<file path="src/rtl/kbd_text_pkg.sv">
// kbd_text_pkg: shared FSM encoding, ASCII constants and helpers for kbd_text_writer.
package kbd_text_pkg;
  typedef enum logic [1:0] {CLEAR, IDLE, EXEC} state_t;
  localparam logic [7:0] CH_SPACE    = 8'h20;
  localparam logic [7:0] CH_BS       = 8'h08;
  localparam logic [7:0] CH_CR       = 8'h0D;
  localparam logic [7:0] CH_ESC      = 8'h1B;
  localparam logic [7:0] CH_PRINT_LO = 8'h20;
  localparam logic [7:0] CH_PRINT_HI = 8'h7E;
  function automatic logic is_print(input logic [7:0] c);
    return c >= CH_PRINT_LO && c <= CH_PRINT_HI;
  endfunction
endpackage

</file>
<file path="src/rtl/kbd_text_ram.sv">
// kbd_text_ram: simple dual-port character RAM, one write port, registered read-before-write read port.
//   clk, rst_n     clock, async active-low reset (read register only)
//   we/waddr/wdata write port
//   raddr/rdata    read port, rdata valid one cycle after raddr
module kbd_text_ram #(
  parameter int DEPTH = 192,
  parameter int AW    = 8
) (
  input  logic          clk,
  input  logic          rst_n,
  input  logic          we,
  input  logic [AW-1:0] waddr,
  input  logic [7:0]    wdata,
  input  logic [AW-1:0] raddr,
  output logic [7:0]    rdata
);
  logic [7:0] mem [DEPTH];
  always_ff @(posedge clk)
    if (we) mem[waddr] <= wdata;
  always_ff @(posedge clk or negedge rst_n)
    if (!rst_n) rdata <= '0;
    else rdata <= mem[raddr];
endmodule

</file>
<file path="src/rtl/kbd_text_writer.sv">
// kbd_text_writer: keyboard-to-screen text buffer with cursor, wrap, Enter, backspace and clear.
//   iCLK, iRST_N               clock, async active-low reset
//   iAscii/iAscii_valid        byte from ps2_keyboard; oAscii_read acknowledges it for one cycle
//   iRd_col/iRd_row/oRd_char   VGA read port, one-cycle latency, out-of-range reads give a space
//   oCur_col/row/x/y, oCur_vis cursor cell, pixel position and visibility
//   oBusy                      clear sweep in progress
//   KBD_TEXT_WRITER_BLINK_EN   when defined, oCur_vis blinks every BLINK_CYCLES cycles
module kbd_text_writer
  import kbd_text_pkg::*;
#(
  parameter int COLS         = 16,
  parameter int ROWS         = 12,
  parameter int COL_W        = 4,
  parameter int ROW_W        = 4,
  parameter int CELL_PX      = 40,
  parameter int BLINK_CYCLES = 13500000
) (
  input  logic             iCLK,
  input  logic             iRST_N,
  input  logic [7:0]       iAscii,
  input  logic             iAscii_valid,
  output logic             oAscii_read,
  input  logic [COL_W-1:0] iRd_col,
  input  logic [ROW_W-1:0] iRd_row,
  output logic [7:0]       oRd_char,
  output logic [COL_W-1:0] oCur_col,
  output logic [ROW_W-1:0] oCur_row,
  output logic [9:0]       oCur_x,
  output logic [9:0]       oCur_y,
  output logic             oCur_vis,
  output logic             oBusy
);
  localparam int AW = COL_W + ROW_W;
  localparam int DEPTH = COLS * ROWS;
  localparam logic [COL_W-1:0] COL_MAX = COL_W'(COLS - 1);
  localparam logic [ROW_W-1:0] ROW_MAX = ROW_W'(ROWS - 1);
  localparam logic [AW-1:0] LAST = AW'(DEPTH - 1);
  if (COLS > 2**COL_W || ROWS > 2**ROW_W || BLINK_CYCLES < 1) begin : g_bad_params
    $error("kbd_text_writer: invalid parameters");
  end
  function automatic logic [AW-1:0] addr_of(input logic [ROW_W-1:0] r, input logic [COL_W-1:0] c);
    return AW'(r) * AW'(COLS) + AW'(c);
  endfunction
  state_t state, state_n;
  logic [AW-1:0] sweep, sweep_n, waddr, raddr;
  logic [COL_W-1:0] col, col_n, bs_col;
  logic [ROW_W-1:0] row, row_n, bs_row, inc_row;
  logic [7:0] ch, ch_n, wdata, ram_q;
  logic ack, ack_n, we, oor, oor_q;
  assign inc_row = row == ROW_MAX ? '0 : row + 1'b1;
  // Backspace steps back one cell, wrapping to the previous row's last column; (0,0) stays put.
  assign bs_col = col != '0 ? col - 1'b1 : row != '0 ? COL_MAX : col;
  assign bs_row = col == '0 && row != '0 ? row - 1'b1 : row;
  always_comb begin
    state_n = state;
    sweep_n = sweep;
    col_n = col;
    row_n = row;
    ch_n = ch;
    ack_n = 1'b0;
    we = 1'b0;
    waddr = addr_of(row, col);
    wdata = CH_SPACE;
    case (state)
      CLEAR: begin
        we = 1'b1;
        waddr = sweep;
        sweep_n = sweep + 1'b1;
        state_n = sweep == LAST ? IDLE : CLEAR;
      end
      IDLE: if (iAscii_valid && !ack) begin
        ch_n = iAscii;
        ack_n = 1'b1;
        state_n = EXEC;
      end
      EXEC: begin
        state_n = IDLE;
        if (is_print(ch)) begin
          we = 1'b1;
          wdata = ch;
          col_n = col == COL_MAX ? '0 : col + 1'b1;
          row_n = col == COL_MAX ? inc_row : row;
        end else if (ch == CH_CR) begin
          col_n = '0;
          row_n = inc_row;
        end else if (ch == CH_BS) begin
          we = 1'b1;
          col_n = bs_col;
          row_n = bs_row;
          waddr = addr_of(bs_row, bs_col);
        end else if (ch == CH_ESC) begin
          col_n = '0;
          row_n = '0;
          sweep_n = '0;
          state_n = CLEAR;
        end
      end
      default: state_n = CLEAR;
    endcase
  end
  always_ff @(posedge iCLK or negedge iRST_N)
    if (!iRST_N) begin
      state <= CLEAR;
      sweep <= '0;
      col <= '0;
      row <= '0;
      oCur_x <= '0;
      oCur_y <= '0;
      ch <= '0;
      ack <= 1'b0;
      oor_q <= 1'b0;
    end else begin
      state <= state_n;
      sweep <= sweep_n;
      col <= col_n;
      row <= row_n;
      oCur_x <= 10'(col_n) * 10'(CELL_PX);
      oCur_y <= 10'(row_n) * 10'(CELL_PX);
      ch <= ch_n;
      ack <= ack_n;
      oor_q <= oor;
    end
  // Out-of-range reads are steered to a legal address and masked to a space on the way out.
  assign oor = iRd_col > COL_MAX || iRd_row > ROW_MAX;
  assign raddr = oor ? '0 : addr_of(iRd_row, iRd_col);
  assign oRd_char = oor_q ? CH_SPACE : ram_q;
  assign oAscii_read = ack;
  assign oCur_col = col;
  assign oCur_row = row;
  assign oBusy = state == CLEAR;
  kbd_text_ram #(.DEPTH(DEPTH), .AW(AW)) u_ram (
    .clk(iCLK),
    .rst_n(iRST_N),
    .we(we),
    .waddr(waddr),
    .wdata(wdata),
    .raddr(raddr),
    .rdata(ram_q)
  );
`ifdef KBD_TEXT_WRITER_BLINK_EN
  localparam int BW = $clog2(BLINK_CYCLES + 1);
  logic [BW-1:0] blink_cnt;
  logic vis, moved;
  // Any cursor move restarts the blink phase so the cursor shows right after typing.
  assign moved = col_n != col || row_n != row;
  always_ff @(posedge iCLK or negedge iRST_N)
    if (!iRST_N) begin
      blink_cnt <= '0;
      vis <= 1'b1;
    end else if (moved) begin
      blink_cnt <= '0;
      vis <= 1'b1;
    end else if (blink_cnt == BW'(BLINK_CYCLES - 1)) begin
      blink_cnt <= '0;
      vis <= ~vis;
    end else begin
      blink_cnt <= blink_cnt + 1'b1;
    end
  assign oCur_vis = vis;
`else
  assign oCur_vis = 1'b1;
`endif
endmodule
</file>
<file path="config.mk">
export PLATFORM = sky130hd
export DESIGN_NAME = kbd_text_writer
export DESIGN_NICKNAME = d
export VERILOG_FILES = /design/src/rtl/kbd_text_pkg.sv /design/src/rtl/kbd_text_ram.sv /design/src/rtl/kbd_text_writer.sv
export SDC_FILE = /design/constraint.sdc
export NUM_CORES = 2
export LEC_CHECK = 0
export CAP_MARGIN = 15
export CORE_ASPECT_RATIO = 0.9
export CORE_MARGIN = 3
export CORE_UTILIZATION = 50
export CTS_CLUSTER_DIAMETER = 120
export DETAILED_ROUTE_END_ITERATION = 16
export PLACE_DENSITY = 0.76
export SYNTH_ARGS = -nofsm -noshare
export SYNTH_HDL_FRONTEND = slang
export SYNTH_SLANG_ARGS = --single-unit
export TNS_END_PERCENT = 30
</file>
<file path="constraint.sdc">
create_clock -name iCLK -period 10.1 [get_ports iCLK]
set_clock_uncertainty 0.2 [all_clocks]
set_input_delay 3.03 -clock iCLK [delete_from_list [all_inputs] [get_ports iCLK]]
set_output_delay 3.03 -clock iCLK [all_outputs]
set_load 0.02 [all_outputs]
</file>
==> flow_summary_export.csv <==
group,metric,value,unit
run_status,run_status,"finished clean",
grt,grt_pass1_vias,36900,
synth,yosys.area.top_type,"edfxtp_1",
synth,ys_types,86,
detailed_routing,final_antenna_net_count,0,
setup_path,worst_ep_arrival_time,7810,ps
cells_and_area,final_cell_mix,"1536 x edfxtp_1, 332 x nand2_1, 325 x mux2i_1",
die,core-area,0.126,mm²
synth,synth_cells,4056,
place,gp_congestion,0.938,
setup_path,crit_path_start_kind,"input pin",
synth,synthTopCellsByArea,"edfxtp_1 72%, mux2i_1 5.1%, nand2_1 2.0%",
sta,setup_slack,2710,ps
detailed_routing,drc,0,
die,initial_core_util,0.507,
sta,tightestPinTransition,1310,ps
sta,grt_setup_unrepaired,"no",
synth,ys_warn_count,0,
cells_and_area,drive_above_1_share,0.104,
worst_hold_path,whs_endpoint,"sweep[0]",
cts,ctsResizeCount,0,
die,ioPinCount,58,
cts,insertion_delay,790,ps
setup_path,end_kind,"flop",
cells_and_area,final_area,0.0717,mm²
grt,antenna_found_initial,2,
sta,report.final.hold_viol_count,0,
cells_and_area,final_common_cell,"edfxtp_1",
synth,synth_area,0.0638,mm²
place,io_buffers,50,
place,place_ws,2100,ps
run,maxCapViolCount,0,
setup_path,crit_type,"in2reg",
synth,ys.flop_type,"edfxtp_1",
worst_hold_path,hp-class,"reg2reg",
setup_path,crit_required,10520,ps
die,die_x,383,µm
detailed_routing,viasPerCell,6.40,
grt,grt_pass1_wl,254000,µm
place,hpwl,106000,µm
detailed_routing,first_pass_iters,6,
grt,grt_max_degree,152,
die,rows,123,
cells_and_area,areaGrowthSynthToFinish,12.4,%
setup_path,rrSetupSlack,4550,ps
pwr,power_density,217,mW/mm²
setup_path,r2r-end,"u_ram.mem[9][3]",
grt,grtUsageTotal,0.263,
detailed_routing,drt-wirelength-per-cell,28.8,µm
synth,ys_seq_elements,1582,
cts,numCtsBuffers,155,
synth,avgSynthCellArea,15.7,µm²
detailed_routing,vias,38800,
synth,synth_seq_area_share,0.741,
cells_and_area,fin_util,0.570,
pwr,ir_drop,172,µV
cts,cts_tree,"built",
die,dieArea,0.132,mm²
sta,max_freq,135,MHz
cts,cts_root_buf,"clkbuf_16",
cells_and_area,fillers,9496,
die,die_y,345,µm
sta,whs,332,ps
cts,cts_sinks,1582,
cts,postCtsSetupRepairBufs,0,
pwr,power_leakage,23.7,nW
sta,max_slew_margin,0.128,
sta,finalSetupViolations,0,
sta,drv_slew,0,
grt,globalRoute.totalOverflow,0,
sta,min_period,7390,ps
worst_hold_path,hold_start,"sweep[0]",
sta,finalCritPeriodShare,0.732,
synth,yosysTopAreaCellShare,0.723,
setup_path,regToRegStartpoint,"oCur_col[0]",
setup_path,crit_fanout,43,
setup_path,r2r_cells,10,
cells_and_area,final_nets,4282,
detailed_routing,initialDrtViolationCount,6129,
place,place_area,0.0666,mm²
cts,clkTransAtPathRegs,60,ps
worst_hold_path,hold_depth,1,
synth,synth_enable_flop_cells,1536,
cts,holdBufCountCts,0,
sta,setup-tns-final,0,ps
detailed_routing,wl,174000,µm
cts,clockBufferDepth,3,
cts,h-tree-depth,4,
synth,synthArstFlopShare,0.0291,
==> area by class of cell <==
type / instances / area, µm² / area share
diodes: 1 / 2.50 / 0.0000349
multi-input cells: 2356 / 16000 / 0.223
well taps: 1687 / 2110 / 0.0294
inverters: 27 / 101 / 0.00141
clock buffers: 197 / 4140 / 0.0578
repair buffers: 126 / 1160 / 0.0162
clock inverters: 82 / 965 / 0.0134
flip-flops and latches: 1582 / 47300 / 0.659
==> worst max-delay path by stage <==
stage / startpoint / to / slack [ps] / cells after the start
2_1_floorplan: iRd_col[0] / u_ram.rdata[5] / 4760 / 7
3_3_place_gp: iRd_row[2] / u_ram.rdata[6] / 2050 / 9
3_5_place_dp: iRd_row[2] / u_ram.rdata[6] / 2100 / 9
4_1_cts: iRd_row[2] / u_ram.rdata[6] / 2910 / 9
5_1_grt: iRd_row[2] / u_ram.rdata[6] / 2620 / 9
6_report: iRd_row[2] / u_ram.rdata[6] / 2710 / 9
==> through the flow <==
step / instances / power (mW)
final: 6058 / 15.6
after global routing: 6057 / 16.0
after CTS: 6055 / 15.5
after detailed placement: 5776 / 9.78
after global placement: 5776 / 9.74
after floorplan: 4253 / 8.91
==> flip-flops by register name (all words and copies together), names as in the netlist <==
| register | count |
|---|---|
| oCur_x | 5 |
| state | 2 |
| oCur_col | 4 |
| oCur_row | 4 |
| oor_q | 1 |
| oCur_y | 5 |
| oAscii_read | 1 |
| ch | 8 |
| u_ram.mem | 1536 |
| sweep | 8 |
| u_ram.rdata | 8 |
==> cell usage after synthesis (all sizes together) (45+ instances only) <==
library cell	n
dfrtp	46
mux2i	325
mux2	48
mux4	50
buf	154
nor2b	45
o221ai	119
a22oi	53
clkbuf	134
o22ai	82
nand3	74
edfxtp	1536
o21ai	74
nor2	280
a31oi	76
a211oi	67
nand2	334
a21oi	168
==> routing by layer <==
layer	track usage	wire length [µm]	share of wire
met4	0.0986	6450	0.037
met3	0.0900	26200	0.15
met5	0	0	0
met1	0.371	65800	0.38
met2	0.379	76000	0.44
==> power by group <==
group	switching (mW)	internal (mW)	total (mW)
Clock	2.46	3.38	5.83
Combinational	1.56	0.527	2.09
Sequential	0.144	7.51	7.65
==> logic make-up after synthesis <==
| family | Yosys count | share of synthesized area |
|---|---|---|
| buf+inv | 315 | 0.0223 |
| simple gates | 846 | 0.0595 |
| flops | 1582 | 0.741 |
| mux | 423 | 0.0771 |
| compound gates | 863 | 0.0955 |
| other cells | 2 | 0.000118 |
| fa+ha+maj | 15 | 0.00318 |
| xor+xnor | 10 | 0.00137 |
==> critical path, cell delays in order <==
cell and delay (ps):
clkdlybuf4s50_1 1210, a21bo_4 650, nand2_2 860, buf_4 530
o221ai_1 210, nor2_1 80, o21ai_0 320, nor4b_1 800
nor4_1 80
No activity file was read; power rests on OpenSTA's default activity.
